<file path="src/rtl/rv32_mem_arbiter.sv">
// Arbitrates one single-port memory between rv32 fetch and load/store ports.
// Data has priority, bounded by a fetch-starvation limit; each access has an ack timeout.
module rv32_mem_arbiter #(
  parameter int TIMEOUT      = 16,
  parameter int STARVE_LIMIT = 4
) (
  input  logic        clk,
  input  logic        reset,
  input  logic        if_req,
  input  logic [31:0] if_addr,
  output logic [31:0] if_rdata,
  output logic        if_ready,
  input  logic        d_req,
  input  logic        d_we,
  input  logic [31:0] d_addr,
  input  logic [31:0] d_wdata,
  output logic [31:0] d_rdata,
  output logic        d_ready,
  output logic        m_req,
  output logic        m_we,
  output logic [31:0] m_addr,
  output logic [31:0] m_wdata,
  input  logic [31:0] m_rdata,
  input  logic        m_ack,
  output logic        busy,
  output logic        err
);

  localparam int TW = $clog2(TIMEOUT + 1);
  localparam int SW = $clog2(STARVE_LIMIT + 1);

  typedef enum logic [1:0] {IDLE, BUSY_I, BUSY_D, DONE} state_t;

  state_t      state, state_n;
  logic [TW-1:0] tcnt;
  logic [SW-1:0] starve;
  logic        sel_d;
  logic        tout;
  logic        m_we_q;
  logic [31:0] m_addr_q, m_wdata_q, if_rdata_q, d_rdata_q;
  logic        grant_d, grant_i, acked, expired;
  logic [31:0] cap_data;

  always_comb begin
    state_n = state;
    grant_d = 1'b0;
    grant_i = 1'b0;
    acked   = 1'b0;
    expired = 1'b0;
    case (state)
      IDLE: begin
        if (d_req && (!if_req || (starve < SW'(STARVE_LIMIT)))) begin
          grant_d = 1'b1;
          state_n = BUSY_D;
        end else if (if_req) begin
          grant_i = 1'b1;
          state_n = BUSY_I;
        end
      end
      BUSY_I, BUSY_D: begin
        // An ack arriving in the final allowed cycle still wins over the timeout.
        if (m_ack) begin
          acked   = 1'b1;
          state_n = DONE;
        end else if (tcnt == TW'(TIMEOUT - 1)) begin
          expired = 1'b1;
          state_n = DONE;
        end
      end
      DONE:    state_n = IDLE;
      default: state_n = IDLE;
    endcase
  end

  // Stores and timed-out accesses return zero.
  assign cap_data = (acked && !m_we_q) ? m_rdata : 32'h0;

  always_ff @(posedge clk) begin
    if (reset) begin
      state      <= IDLE;
      tcnt       <= '0;
      starve     <= '0;
      sel_d      <= 1'b0;
      tout       <= 1'b0;
      m_we_q     <= 1'b0;
      m_addr_q   <= '0;
      m_wdata_q  <= '0;
      if_rdata_q <= '0;
      d_rdata_q  <= '0;
    end else begin
      state <= state_n;
      if (grant_d || grant_i) begin
        m_addr_q  <= grant_d ? d_addr : if_addr;
        m_we_q    <= grant_d & d_we;
        m_wdata_q <= grant_d ? d_wdata : 32'h0;
        sel_d     <= grant_d;
        tout      <= 1'b0;
        tcnt      <= '0;
      end
      if (grant_d) begin
        if (!if_req)
          starve <= '0;
        else if (starve != SW'(STARVE_LIMIT))
          starve <= starve + 1'b1;
      end
      if (grant_i)
        starve <= '0;
      if ((state == BUSY_I || state == BUSY_D) && state_n != DONE)
        tcnt <= tcnt + 1'b1;
      if (state == DONE)
        tcnt <= '0;
      if (acked || expired) begin
        tout <= expired;
        if (sel_d) d_rdata_q  <= cap_data;
        else       if_rdata_q <= cap_data;
      end
    end
  end

  assign busy     = (state != IDLE);
  assign m_req    = (state == BUSY_I) || (state == BUSY_D);
  assign m_we     = m_we_q;
  assign m_addr   = m_addr_q;
  assign m_wdata  = m_wdata_q;
  assign if_ready = (state == DONE) && !sel_d;
  assign d_ready  = (state == DONE) && sel_d;
  assign err      = (state == DONE) && tout;
  assign if_rdata = if_rdata_q;
  assign d_rdata  = d_rdata_q;

endmodule

</file>
<file path="config.mk">
export PLATFORM = sky130hd
export DESIGN_NAME = rv32_mem_arbiter
export DESIGN_NICKNAME = d
export VERILOG_FILES = /design/src/rtl/rv32_mem_arbiter.sv
export SDC_FILE = /design/constraint.sdc
export NUM_CORES = 1
export LEC_CHECK = 0
export CORE_ASPECT_RATIO = 0.8
export CORE_MARGIN = 3
export CORE_UTILIZATION = 35
export DETAILED_ROUTE_END_ITERATION = 7
export PLACE_DENSITY_LB_ADDON = 0.2
export SLEW_MARGIN = 20
export SYNTH_ARGS = -nofsm -noshare
export SYNTH_HDL_FRONTEND = slang
export SYNTH_SLANG_ARGS = --single-unit
</file>
<file path="constraint.sdc">
create_clock -name clk -period 5.27 [get_ports clk]
set_input_delay 1.3175 -clock clk [delete_from_list [all_inputs] [get_ports clk]]
set_output_delay 1.3175 -clock clk [all_outputs]
set_load 0.01 [all_outputs]
</file>
==> key figures, run 1 <==
Floorplan
  • Core Footprint: 14600 um2
  • Die area: 16700 um2
  • Die X: 144 um
  • Die Y: 116 um
  • Row count: 39
  • Top Ports: 268
  • Initial Utilization: 36.5%

Place
  • PortBufs: 267
  • DP HPWL: 12100 um
  • Routability cong.: 0.788
  • Pre-CTS WS: 1.75 ns
  • Area after DPL: 8020 um2

Logic synthesis
  • Post-Synth Simple-Gate Area: 19.0%
  • Post-synth cell types: 41
  • Cell area after synthesis: 5320 um2
  • Synth area leader: dfxtp_1
  • EDFF count, synth: 0
  • Ys async rst share: 0%
  • Mux share of post-synthesis cell area: 0.400%
  • Main combinational cell family by area after synthesis: compound AO/OA/AOI/OAI gates
  • Xor/xnor share of the synthesized area: 0%
  • Post-synth top area share: 53.0%
  • Mapped Nets: 733
  • Main area contributors after synthesis: dfxtp_1, a21oi_1, nand3_1
  • Post-synthesis cell count: 592
  • Sequential area share after synthesis: 53.0%
  • Mean Syn Cell Area: 8.99 um2
  • Synthesized flop and latch total: 141
  • Compound-gate portion of the synthesized area: 20.6%
  • Synth Flop Type: dfxtp_1
  • Synth warn: 0
  • Synth Area in Adders: 1.65%

Global route
  • Antenna violations before repair: 0
  • Pin count of the biggest net entering global routing: 107
  • GRT Util Overall: 19.7%
  • Grt ovf: 0
  • First-pass GRT wire length: 26100 um
  • Vias in the first global route: 5192

Clock tree
  • Cts repair resizes: 0
  • CTS H-tree depth: 4
  • Root Driver: clkbuf_16
  • Worst skew pair latency: 0.42 ns
  • Reg clk slew, reported paths: 0.06 ns
  • Setup repair bufs after CTS: 0
  • CTS sink count: 141
  • Num CTS Buffers: 17
  • CTS tree: yes
  • Post-CTS Hold Fix Bufs: 0
  • Max clock buf depth: 2

Worst hold path
  • Hold depth: 2
  • Min-Delay Path Class: reg2reg
  • Hold Startpoint: if_rdata[22]$_SDFFE_PP0P_
  • Hold-critical path endpoint: if_rdata[22]$_SDFFE_PP0P_

Power
  • Max VDD drop: 0.000293 V
  • Power after layout: 3.88 mW
  • Static leakage: 3.05 nW
  • Power Density: 452 nW/um2

Setup path
  • Kind of critical path: reg2out
  • Startpoint types: flop
  • Worst Setup SP: state[0]$_SDFF_PP0_
  • Reg2reg start: state[0]$_SDFF_PP0_
  • Crit path max fanout: 9
  • Data required, critical path: 3.95 ns
  • R2R Path End: if_rdata[31]$_SDFFE_PP0P_
  • CP arrival: 2.03 ns
  • R2r setup slk: 2.64 ns
  • Reg2reg path depth: 7
  • CP endpoint kind: output pin

Cells and area
  • Ant. Diodes: 0
  • Fill count: 1260
  • Layout area overhead: 61.2%
  • Final Cell Area: 8580 um2
  • Share of cells above drive strength 1: 6.01%
  • Post-layout net count: 977

STA
  • Slew Limit Fails: 0
  • Worst Tran Pin Value: 0.920 ns
  • Final hold vios: 0
  • Final hold slack: 0.455 ns
  • Final min period: 3.35 ns
  • Final worst slack: 1.92 ns
  • Period Utilization, post-route: 63.5%
  • RSZ-0062 raised after global routing: false
  • Clk_skew: 0.0140 ns
  • Setup TNS: 0 ns
  • Final setup violation count: 0
  • Rel. slew slack: 38.5%
  • Max Clk Rate: 299 MHz

Routing
  • Final ANT Viol Nets: 0
  • First-pass DRT Iterations: 5
  • DR vias: 5292
  • DRT Wirelength: 17200 um
  • Drt via density: 5.13
  • Initial DRC Count: 302
  • DR WL/cell: 16.7 um
  • # DRC: 0

Status
  • Status: finished, final reports clean

Flow run
  • Max_cap viols: 0
[sequential cells by signal, indices dropped and copies added (netlist names)]
name and cells:
d_rdata 32, if_rdata 32, m_addr 32, m_wdata 32
m_we 1, sel_d 1, starve 3, state 2
tcnt 5, tout 1
[worst max path at each step]
stage | end | depth (start not counted)
floorplan | tcnt[0]$_SDFFE_PP0P_ | 5
global placement | sel_d$_SDFFE_PP0P_ | 4
detailed placement | if_rdata[31]$_SDFFE_PP0P_ | 6
CTS | m_req | 3
global route | m_req | 3
finish | m_req | 3
[logic make-up (layout without fill, tap and decap cells)]
kind of cell	after synthesis	after routing
AOI/OAI and AO/OA	168	168
adders and majority gates	7	7
buffers and inverters	55	311
DFF	141	141
muxes	2	2
and+or+nand+nor	219	219
[Yosys cell counts, types with 2 or more instances]
cell        n
dfxtp_1   141
a21oi_1    71
nand2_1    71
nand3_1    71
nor2_1     40
o22ai_1    33
a22o_1     31
buf_2      30
o21bai_1   18
nor3_1     15
clkbuf_1   10
ha_1        7
inv_1       7
buf_6       5
nand2b_1    4
a22oi_1     3
and2_1      3
or3_1       3
a211oi_1    2
a31oi_1     2
buf_1       2
nor2_2      2
or2_2       2
or3b_1      2
[per-layer routing]
layer	wire length (um)	part of all wire [%]	up-vias	GRT usage (%)
li1	-	-	2584	-
met1	7540	44	2463	24.9
met2	8020	47	216	31.9
met3	1320	7.7	29	6.51
met4	336	2.0	0	6.90
met5	0	0	-	0
[final cells by class]
class                           count  area [um2]  share of cell area, %
Sequential cell                   141        2820                   32.9
Clock buffer                       20         457                   5.32
Multi-Input combinational cell    396        2230                   26.0
Tap cell                          184         230                   2.68
Inverter                            7        26.3                  0.306
Clock inverter                     11        93.8                   1.09
Timing Repair Buffer              273        2720                   31.7
[worst max-delay path: stages, from the launching register on]
cell,delay [ns]
dfxtp_1,0.39
inv_1,0.08
ha_1,0.51
clkdlybuf4s50_1,0.62
[through the flow]
stage                     instances  util [%]
after floorplan                 592         -
after global placement         1001      54.9
after detailed placement       1001      55.0
after CTS                      1032      58.7
after global routing           1032      58.8
final                          1032      58.8
[cells in the final DEF, fill, tap and decap left out, types with 4 or more instances in the layout]
cell	n
nor2_1	38
nand3_1	70
ha_1	7
a21oi_1	71
inv_1	7
o22ai_1	33
nand2_1	71
clkbuf_16	17
o21bai_1	18
dfxtp_1	141
clkinv_2	6
buf_4	6
nand2b_1	4
a22o_1	31
nor3_1	15
clkdlybuf4s50_1	266
[power breakdown]
| group | internal, mW | switching (mW) |
|---|---|---|
| registers | 1.25 | 0.103 |
| clock network | 0.668 | 0.443 |
| logic | 0.653 | 0.766 |
(Power assumes the default switching activity.)
==> run 2, diff against run 1 <==
clock period = 2.7 ns   (was 5.27 ns; I/O delays follow)
==> run 2 against run 1 <==
Global-route usage is 0.33 points higher. Non-clock buffer count rose by 5. Worst hold slack got worse by 0.0028 ns. Die area unchanged. Critical path depth unchanged. First-iteration DRC count is 2.6% lower. Clock skew down 0.0076 ns. Final area rose by 2.0%. Sequential share of layout area fell by 0.64 points. Count of clock-buffer cells in the layout fell by 1.
==> key figures, run 2 (synthesis gave the netlist of run 1 again) <==
Cells and area
  • Final cell count without fillers: 1038 (+0.58%)
  • Share of cells above drive strength 1: 6.67% (+0.66 points)
  • Sequential Area: 2820 um2 (unchanged)
  • Layout area overhead: 64.4%
  • Fill count: 1220 (-3.2%)
  • Multi-input logic area: 2240 um2 (+0.34%)
  • Post-layout net count: 982 (+0.51%)
  • Ant. Diodes: 0 (unchanged)
  • Commonest non-fill, non-tap cell in the layout: clkdlybuf4s50_1
  • Final core occ: 60.0% (+1.2 points)
  • Final Cell Area: 8750 um2 (+2.0%)
  • Most frequent cells in the layout: clkdlybuf4s50_1, dfxtp_1, nand2_1, nand3_1, a21oi_1

Setup path
  • Max stage delay on crit path: 0.57 ns (-0.05 ns)
  • CP arrival: 1.83 ns (-0.20 ns)
  • Data required, critical path: 2.03 ns (-1.92 ns)
  • Slowest cell on crit path: clkdlybuf4s50_1
  • CP endpoint kind: output pin
  • CP cell instances: inv_1 -> ha_4 -> clkdlybuf4s50_1
  • Crit path max fanout: 9 (unchanged)
  • Kind of critical path: reg2out
  • Startpoint types: flop

STA
  • RSZ-0062 raised after global routing: false
  • Slew Limit Fails: 0 (unchanged)
  • Final worst slack: 0.193 ns (-1.73 ns)
  • Final hold slack: 0.452 ns (-0.00279 ns)
  • Rel. slew slack: 51.9% (+13 points)
  • Worst Tran Pin Value: 0.720 ns (-0.199 ns)
  • Period Utilization, post-route: 92.8%
  • Final setup violation count: 0 (unchanged)
  • Max Clk Rate: 399 MHz
  • Setup TNS: 0 ns (unchanged)
  • Final hold vios: 0 (unchanged)
  • Clk_skew: 0.00633 ns (-0.00763 ns)
  • Final min period: 2.51 ns

Global route
  • GRT Util Overall: 20.1% (+0.33 points)
  • Antenna violations before repair: 0 (unchanged)
  • Pin count of the biggest net entering global routing: 65 (-39%)
  • Vias in the first global route: 5284 (+1.8%)
  • First-pass GRT wire length: 26800 um (+2.4%)
  • Grt ovf: 0 (unchanged)

Routing
  • Final ANT Viol Nets: 0 (unchanged)
  • DRT Wirelength: 17100 um (-0.77%)
  • First-pass DRT Iterations: 5 (unchanged)
  • Initial DRC Count: 294 (-2.6%)
  • DR WL/cell: 16.5 um (-1.3%)
  • Drt via density: 5.14 (+0.23%)
  • # DRC: 0 (unchanged)
  • DR vias: 5335 (+0.81%)

Clock tree
  • Reg clk slew, reported paths: 0.06 ns (about the same)
  • Max clock buf depth: 2 (unchanged)
  • CTS H-tree depth: 4 (unchanged)
  • Post-CTS Hold Fix Bufs: 0 (unchanged)
  • Root Driver: clkbuf_16
  • Worst skew pair latency: 0.41 ns (about the same)
  • CTS sink count: 141 (unchanged)
  • Num CTS Buffers: 17 (unchanged)
  • CTS tree: yes

Power
  • Max VDD drop: 0.000625 V (+110%)
  • P_sw: 2.59 mW (+98%)
  • Power after layout: 7.99 mW (+110%)
  • Sequential share of power: 33.0% (-1.8 points)
  • Power Density: 913 nW/um2 (+100%)
  • Clk pwr share: 31.4% (+2.8 points)
  • Comb power frac: 35.6% (-1.0 points)
  • Sw frac: 32.5% (-1.3 points)
  • Int Power: 5.39 mW (+110%)
  • Static leakage: 3.12 nW (+2.3%)

Place
  • PortBufs: 267 (unchanged)
  • Pre-CTS WS: -0.0385 ns (-1.79 ns)
  • Area after DPL: 8090 um2 (+0.87%)
  • Routability cong.: 0.799 (+1.4%)
  • DP Cell Count: 1006 (+0.50%)
  • DP HPWL: 12000 um (-1.2%)

Floorplan
  • Top Ports: 268 (unchanged)
  • Die Y: 116 um (unchanged)
  • Die area: 16700 um2 (unchanged)
  • Initial Utilization: 36.5% (unchanged)
  • Die X: 144 um (unchanged)
  • Core Footprint: 14600 um2 (unchanged)
  • Row count: 39 (unchanged)

Status
  • Status: finished, final reports clean

Worst hold path
  • Min-Delay Path Class: reg2reg

Flow run
  • Max_cap viols: 0 (unchanged)
==> run 2: layout make-up <==
class | instances | area share [%]
multi-input cells | 396 | 25.6
clock buffers | 19 | 5.18
clock inverters | 13 | 2.16
flip-flops and latches | 141 | 32.3
repair buffers | 278 | 31.9
well taps | 184 | 2.63
inverters | 7 | 0.300
==> run 2: worst paths after layout <==
kind / from / to / slack, ns / depth (start not counted)
worst max-delay path: state[1]$_SDFF_PP0_ / m_req / 0.19 / 3
worst min register to register: if_rdata[30]$_SDFFE_PP0P_ / if_rdata[30]$_SDFFE_PP0P_ / 0.45 / 2
worst max register to register: tcnt[0]$_SDFFE_PP0P_ / if_rdata[7]$_SDFFE_PP0P_ / 0.73 / 8
worst min-delay path: if_rdata[30]$_SDFFE_PP0P_ / if_rdata[30]$_SDFFE_PP0P_ / 0.45 / 2
==> run 2: repair_timing <==
item                                    in CTS  in global routing
endpoints found under the setup margin       1                  1
resized for setup                            1                  1
setup buffers                                0                  0
pin swaps                                    0                  0
==> run 2: power groups by stage <==
stage | registers (mW) | clock network, mW | logic, mW
finish | 2.64 | 2.51 | 2.84
global route | 2.68 | 2.65 | 3.10
CTS | 2.64 | 2.57 | 2.83
detailed placement | 2.68 | 0 | 2.82
global placement | 2.67 | 0 | 2.75
floorplan | 2.80 | 0 | 1.45
==> run 2: per-layer routing <==
metal	GRT usage, %	routed length (um)	share of wire [%]	vias up
met5	0	0	0	-
met4	7.40	379	2.2	0
met3	6.14	1170	6.9	29
met2	33.1	8170	48	185
met1	24.9	7370	43	2525
li1	-	-	-	2596
==> run 2: critical path, delay by kind of cell (launching register included) <==
kind	cells	cell delay [ns]
adders and majority gates	1	0.35
buffers and inverters	2	0.68
DFF	1	0.40
==> run 3, diff against run 2 <==
TNS_END_PERCENT = 100   (was default)
==> results of run 3 <==
No change in the layout: final DEF, timing and power equal those of run 2.
